**config.mk**
```make
export PLATFORM = sky130hd
export DESIGN_NAME = weight_stream_reader
export DESIGN_NICKNAME = d
export VERILOG_FILES = /design/src/rtl/weight_stream_reader.sv
export SDC_FILE = /design/constraint.sdc
export NUM_CORES = 1
export LEC_CHECK = 0
export CORE_UTILIZATION = 45
export CTS_CLUSTER_DIAMETER = 120
export DETAILED_ROUTE_END_ITERATION = 7
export PLACE_DENSITY = 0.73
export SLEW_MARGIN = 0
export SYNTH_ARGS = -nofsm -noshare
export SYNTH_HDL_FRONTEND = slang
export SYNTH_SLANG_ARGS = --single-unit
```
**constraint.sdc**
```tcl
create_clock -name CLK -period 2.2 [get_ports CLK]
set_input_delay 0.33 -clock CLK [delete_from_list [all_inputs] [get_ports CLK]]
set_output_delay 0.33 -clock CLK [all_outputs]
set_load 0.02 [all_outputs]
```
**src/rtl/weight_stream_reader.sv**
```systemverilog
// Streams DEPTH weights from a negedge-read BRAM onto a valid/ready link via a 2-entry buffer.
// Define WEIGHT_LOAD_EN to add the LD_* fill path that writes the BRAM from a stream.
module weight_stream_reader #(
  parameter int unsigned DEPTH  = 28,
  parameter int unsigned ADDR_W = 5,
  parameter int unsigned DATA_W = 16
) (
  input  logic              CLK,
  input  logic              RST,
  input  logic              START,
  output logic              BUSY,
  output logic              DONE,
  output logic [ADDR_W-1:0] ADDR,
  output logic              EN,
  output logic              WE,
  output logic [DATA_W-1:0] DI,
  input  logic [DATA_W-1:0] DO,
  output logic [DATA_W-1:0] W_DATA,
  output logic              W_VALID,
  input  logic              W_READY,
  output logic              W_LAST,
  output logic [ADDR_W-1:0] W_INDEX
`ifdef WEIGHT_LOAD_EN
  ,
  input  logic              LD_VALID,
  input  logic [DATA_W-1:0] LD_DATA,
  output logic              LD_READY
`endif
);

  localparam logic [2:0] S_IDLE    = 3'd0;
  localparam logic [2:0] S_RUN     = 3'd1;
  localparam logic [2:0] S_FLUSH   = 3'd2;
  localparam logic [2:0] S_DONE_ST = 3'd3;
`ifdef WEIGHT_LOAD_EN
  localparam logic [2:0] S_LOAD    = 3'd4;
`endif

  // One extra counter bit so the issue count can reach DEPTH even when DEPTH == 2**ADDR_W.
  localparam int unsigned       CNT_W     = ADDR_W + 1;
  localparam logic [CNT_W-1:0]  CNT_DEPTH = CNT_W'(DEPTH);
  localparam logic [CNT_W-1:0]  CNT_LAST  = CNT_W'(DEPTH - 1);
  localparam logic [ADDR_W-1:0] IDX_LAST  = ADDR_W'(DEPTH - 1);

  logic [2:0]        r_state;
  logic [2:0]        w_state_d;
  logic [CNT_W-1:0]  r_issued;
  logic [CNT_W-1:0]  w_issued_d;
  logic              r_inflight;
  logic              r_en;
  logic [ADDR_W-1:0] r_addr;

  logic [DATA_W-1:0] r_buf_data [2];
  logic [ADDR_W-1:0] r_buf_idx  [2];
  logic              r_buf_last [2];
  logic              r_rd_ptr;
  logic              r_wr_ptr;
  logic [1:0]        r_count;

  logic              w_push;
  logic              w_pop;
  logic              w_head_last;
  logic [2:0]        w_occ;
  logic              w_has_credit;
  logic              w_issue;
  logic              w_load_wr;
  logic              w_fire;

  assign W_VALID     = (r_count != 2'd0);
  assign W_DATA      = r_buf_data[r_rd_ptr];
  assign W_INDEX     = r_buf_idx[r_rd_ptr];
  assign w_head_last = r_buf_last[r_rd_ptr];
  assign W_LAST      = W_VALID && w_head_last;

  assign w_pop  = W_VALID && W_READY;
  assign w_push = r_inflight;

  // A slot freed by this cycle's pop may be reused by the read issued now.
  assign w_occ        = {1'b0, r_count} + {2'b00, r_inflight};
  assign w_has_credit = (w_occ < (3'd2 + {2'b00, w_pop}));
  assign w_fire       = w_issue | w_load_wr;

  assign BUSY = (r_state != S_IDLE);
  assign DONE = (r_state == S_DONE_ST);
  assign ADDR = r_addr;
  assign EN   = r_en;

  always_comb begin
    w_state_d  = r_state;
    w_issued_d = r_issued;
    w_issue    = 1'b0;
    w_load_wr  = 1'b0;
    case (r_state)
      S_IDLE: begin
        if (START) begin
          w_state_d = S_RUN;
        end
`ifdef WEIGHT_LOAD_EN
        else if (LD_VALID) begin
          w_load_wr  = 1'b1;
          w_issued_d = r_issued + CNT_W'(1);
          w_state_d  = (r_issued == CNT_LAST) ? S_DONE_ST : S_LOAD;
        end
`endif
      end
      S_RUN: begin
        w_issue = w_has_credit && (r_issued < CNT_DEPTH);
        if (w_issue) begin
          w_issued_d = r_issued + CNT_W'(1);
          if (r_issued == CNT_LAST) begin
            w_state_d = S_FLUSH;
          end
        end
      end
      S_FLUSH: begin
        if (w_pop && w_head_last) begin
          w_state_d = S_DONE_ST;
        end
      end
      S_DONE_ST: begin
        w_issued_d = '0;
        w_state_d  = S_IDLE;
      end
`ifdef WEIGHT_LOAD_EN
      S_LOAD: begin
        if (LD_VALID) begin
          w_load_wr  = 1'b1;
          w_issued_d = r_issued + CNT_W'(1);
          if (r_issued == CNT_LAST) begin
            w_state_d = S_DONE_ST;
          end
        end
      end
`endif
      default: begin
        w_state_d  = S_IDLE;
        w_issued_d = '0;
      end
    endcase
  end

  always_ff @(posedge CLK) begin
    if (RST) begin
      r_state    <= S_IDLE;
      r_issued   <= '0;
      r_inflight <= 1'b0;
      r_en       <= 1'b0;
      r_addr     <= '0;
      r_rd_ptr   <= 1'b0;
      r_wr_ptr   <= 1'b0;
      r_count    <= 2'd0;
      for (int i = 0; i < 2; i++) begin
        r_buf_data[i] <= '0;
        r_buf_idx[i]  <= '0;
        r_buf_last[i] <= 1'b0;
      end
    end else begin
      r_state    <= w_state_d;
      r_issued   <= w_issued_d;
      r_inflight <= w_issue;
      r_en       <= w_fire;
      if (w_fire) begin
        r_addr <= r_issued[ADDR_W-1:0];
      end

      // ADDR still holds the address of the read now landing on DO.
      if (w_push) begin
        r_buf_data[r_wr_ptr] <= DO;
        r_buf_idx[r_wr_ptr]  <= r_addr;
        r_buf_last[r_wr_ptr] <= (r_addr == IDX_LAST);
        r_wr_ptr             <= ~r_wr_ptr;
      end
      if (w_pop) begin
        r_rd_ptr <= ~r_rd_ptr;
      end

      case ({w_push, w_pop})
        2'b10:   r_count <= r_count + 2'd1;
        2'b01:   r_count <= r_count - 2'd1;
        default: r_count <= r_count;
      endcase
    end
  end

`ifdef WEIGHT_LOAD_EN
  logic              r_we;
  logic [DATA_W-1:0] r_di;

  always_ff @(posedge CLK) begin
    if (RST) begin
      r_we <= 1'b0;
      r_di <= '0;
    end else begin
      r_we <= w_load_wr;
      r_di <= w_load_wr ? LD_DATA : '0;
    end
  end

  assign WE       = r_we;
  assign DI       = r_di;
  assign LD_READY = ((r_state == S_IDLE) && !START) || (r_state == S_LOAD);
`else
  assign WE = 1'b0;
  assign DI = '0;
`endif

endmodule

```
==> summary.txt <==
Outcome
  • Status: finished, final reports clean

Pwr
  • Leakage: 1.527 nW
  • Power Total: 3.727 mW
  • Worst VDD drop: 0.0006161 V
  • Switching Fraction: 0.3043
  • Clk network pwr share: 0.282
  • Int Pwr: 2.593 mW
  • Ratio of total power to cell area: 995.2 nW/um^2
  • Combinational share of power: 0.316
  • Sw Pwr: 1.134 mW
  • Power share of the sequential group: 0.403

Floorplan
  • Core Region: 6350 um^2
  • Cell Rows: 29
  • Die W: 83.11 um
  • Starting density of the core: 0.4662
  • Top Ports: 68
  • Die area: 6907 um^2
  • Die height: 83.11 um

GRT
  • Initial antenna violation count: 0
  • Gr ovfl total: 0
  • Largest net degree at the start of global routing: 28
  • Global-route wire length before repair: 8.763 mm
  • Vias in the first global route: 1831
  • Global Route Usage Sum: 0.1633

Detailed routing
  • Met2 routed WL: 2.585 mm
  • Avg WL per Cell: 13.96 um
  • Via density: 4.952
  • Highest Signal Layer: met4
  • DR pass1 iterations: 4
  • Routed wire length on met3: 251 um
  • DRT met1 WL: 2.345 mm
  • DR vias: 1872
  • Initial DRC count: 96
  • Final antenna-violating net count: 0
  • WL final: 5.275 mm
  • DRC errors left: 0

STA
  • # setup viols final: 0
  • RSZ-0062 raised after global routing: no
  • Max Slew Vio Count: 0
  • Slew HR: 0.3340
  • Setup Skew: 0.005916 ns
  • Final min period: 2.143 ns
  • Final hold viol count: 0
  • Setup TNS Final: 0 ns
  • Fmax: 466.7 MHz
  • Slew @ Worst Pin: 0.9936 ns
  • Worst hold slack: 0.5082 ns
  • Part of the cycle the worst path needs: 0.9739

Critical path
  • Setup crit end kind: output pin
  • Critical path data required time: 1.87 ns
  • Startpoint types: register
  • Max FO, Critical Path: 7
  • Kind of critical path: reg -> out
  • Worst R2R Path Depth: 6
  • Arrival time worst endpoint: 1.81 ns

Synth
  • Synth Flop Type: edfxtp_1
  • Mapped Cells: 241
  • Yosys cell types: 40
  • Register area share after synthesis: 0.5748
  • Synth Area per Inst: 12.28 um^2
  • Mapped Area: 2960 um^2
  • Synth Register Bits: 63
  • Ys async rst share: 0
  • Yosys warns: 0
  • Post-synth EDFFs: 44

Place
  • Port Buffer Count: 50
  • Hpwl dp: 3.506 mm
  • Routability Congestion: 0.8046
  • Placed Instance Area: 3512 um^2

Clock tree
  • Post-CTS Setup Inserts: 0
  • Clock transition at path regs: 0.07 ns
  • Clock sinks: 63
  • Clock buffers created by TritonCTS: 9
  • Clock Tree Buf Depth: 2
  • Skew-Pair Late Insertion Delay: 0.33 ns
  • Htree depth: 3
  • CTS tree: done
  • Clock root buffer master: clkbuf_8

Hold path
  • Min-delay worst type: reg -> reg
  • WHS Path Cells: 1

Final layout
  • # diodes: 0
  • Final core utilization: 0.5898
  • # fillers: 521
  • Nets: 324
  • Share of cells above drive strength 1: 0.1561
  • Final Cell Area: 3745 um^2
  • Synthesis-to-finish area growth: 26.50%

Job
  • Max-Cap Viols: 0
[state kept, by name (all words and copies together), names as in the netlist, named ones only]
signal / flops
r_buf_data: 32
r_wr_ptr: 1
r_buf_last: 2
r_count: 2
EN: 1
r_issued: 6
ADDR: 5
r_rd_ptr: 1
r_buf_idx: 10
r_state: 2
[final cells by class]
cell class | count | area, um^2 | share of cell area
clock buffers | 10 | 127.6 | 0.03408
clock inverters | 6 | 75.07 | 0.02005
inverters | 8 | 30.03 | 0.008019
multi-input cells | 159 | 1146 | 0.3060
flip-flops and latches | 63 | 1703 | 0.4547
well taps | 77 | 96.34 | 0.02573
repair buffers | 55 | 566.8 | 0.1514
[power by group through the flow]
stage               sequential (mW)  clock, mW  combinational (mW)
floorplan                      1.51          0               0.765
global placement               1.52          0                1.16
global route                   1.52       1.12                1.28
finish                         1.50       1.05                1.18
CTS                            1.50       1.07                1.19
detailed placement             1.53          0                1.17
[worst paths after layout]
kind | startpoint | endpoint | slack (ns)
min | r_issued[5] | r_issued[5] | 0.51
min reg2reg | r_issued[5] | r_issued[5] | 0.51
max | register | W_INDEX[2] | 0.06
max reg2reg | EN | r_issued[2] | 0.20
[cells in the mapped netlist, types with 3 or more instances]
cell type / number / share of area
nor2_1: 14 / 0.018
mux2i_1: 7 / 0.024
mux2_2: 21 / 0.080
nor3_1: 3 / 0.0051
buf_4: 17 / 0.043
a21oi_1: 4 / 0.0068
inv_1: 7 / 0.0089
and2_1: 42 / 0.089
nand2b_1: 4 / 0.0085
edfxtp_1: 44 / 0.45
clkbuf_1: 8 / 0.010
nand4_1: 3 / 0.0063
o21ai_1: 3 / 0.0051
dfxtp_1: 19 / 0.13
ha_1: 8 / 0.034
[metal layers]
metal,track usage,vias up
met5,0,-
met4,0.08464,0
met3,0.03877,9
met2,0.2601,49
met1,0.2072,892
li1,-,922
[through the flow]
step,setup WS (ns),instances
after floorplan,0.3368,257
after global placement,0.2141,362
after detailed placement,0.2284,362
after CTS,0.01815,378
after global routing,0.002867,378
final,0.05742,378
[layout by cell type, fill, tap and decap left out, drive strengths merged, types with 2 or more instances in the layout]
cell,instances
edfxtp,44
nor2,14
a21oi,4
nor4,2
dfxtp,19
buf,5
nor2b,2
conb,17
nor3,3
o21ai,7
xnor2,2
o31ai,2
ha,8
clkbuf,10
clkinv,4
and2,42
or3,2
nand4,3
nand3,2
bufinv,2
nand2b,4
nand2,2
inv,8
mux2,21
or2,2
mux2i,7
clkdlybuf4s50,45
xor2,2
dlymetal6s2s,5
[worst max-delay path: stages, from the launching register on]
cell and delay (ns):
dfxtp_2 0.40, buf_4 0.21, mux2_2 0.34, clkdlybuf4s50_1 0.53
[cell families (layout without fill, tap and decap cells)]
group           count (synthesis)  after routing  share of synthesized area
compound gates                 19             19                    0.04565
xor+xnor                        4              4                    0.01184
fa+ha+maj                       8              8                    0.03381
buf+inv                        35             79                    0.06594
flops                          63             63                     0.5748
mux                            28             28                     0.1036
other cells                     1             17                   0.001267
simple gates                   83             83                     0.1631
[what timing repair did]
action	in CTS	in global routing
gates resized for setup	3	6
endpoints found under the hold margin	0	0
setup endpoints to repair	19	5
hold buffers	0	0
Power figures use the tool's default switching activity.
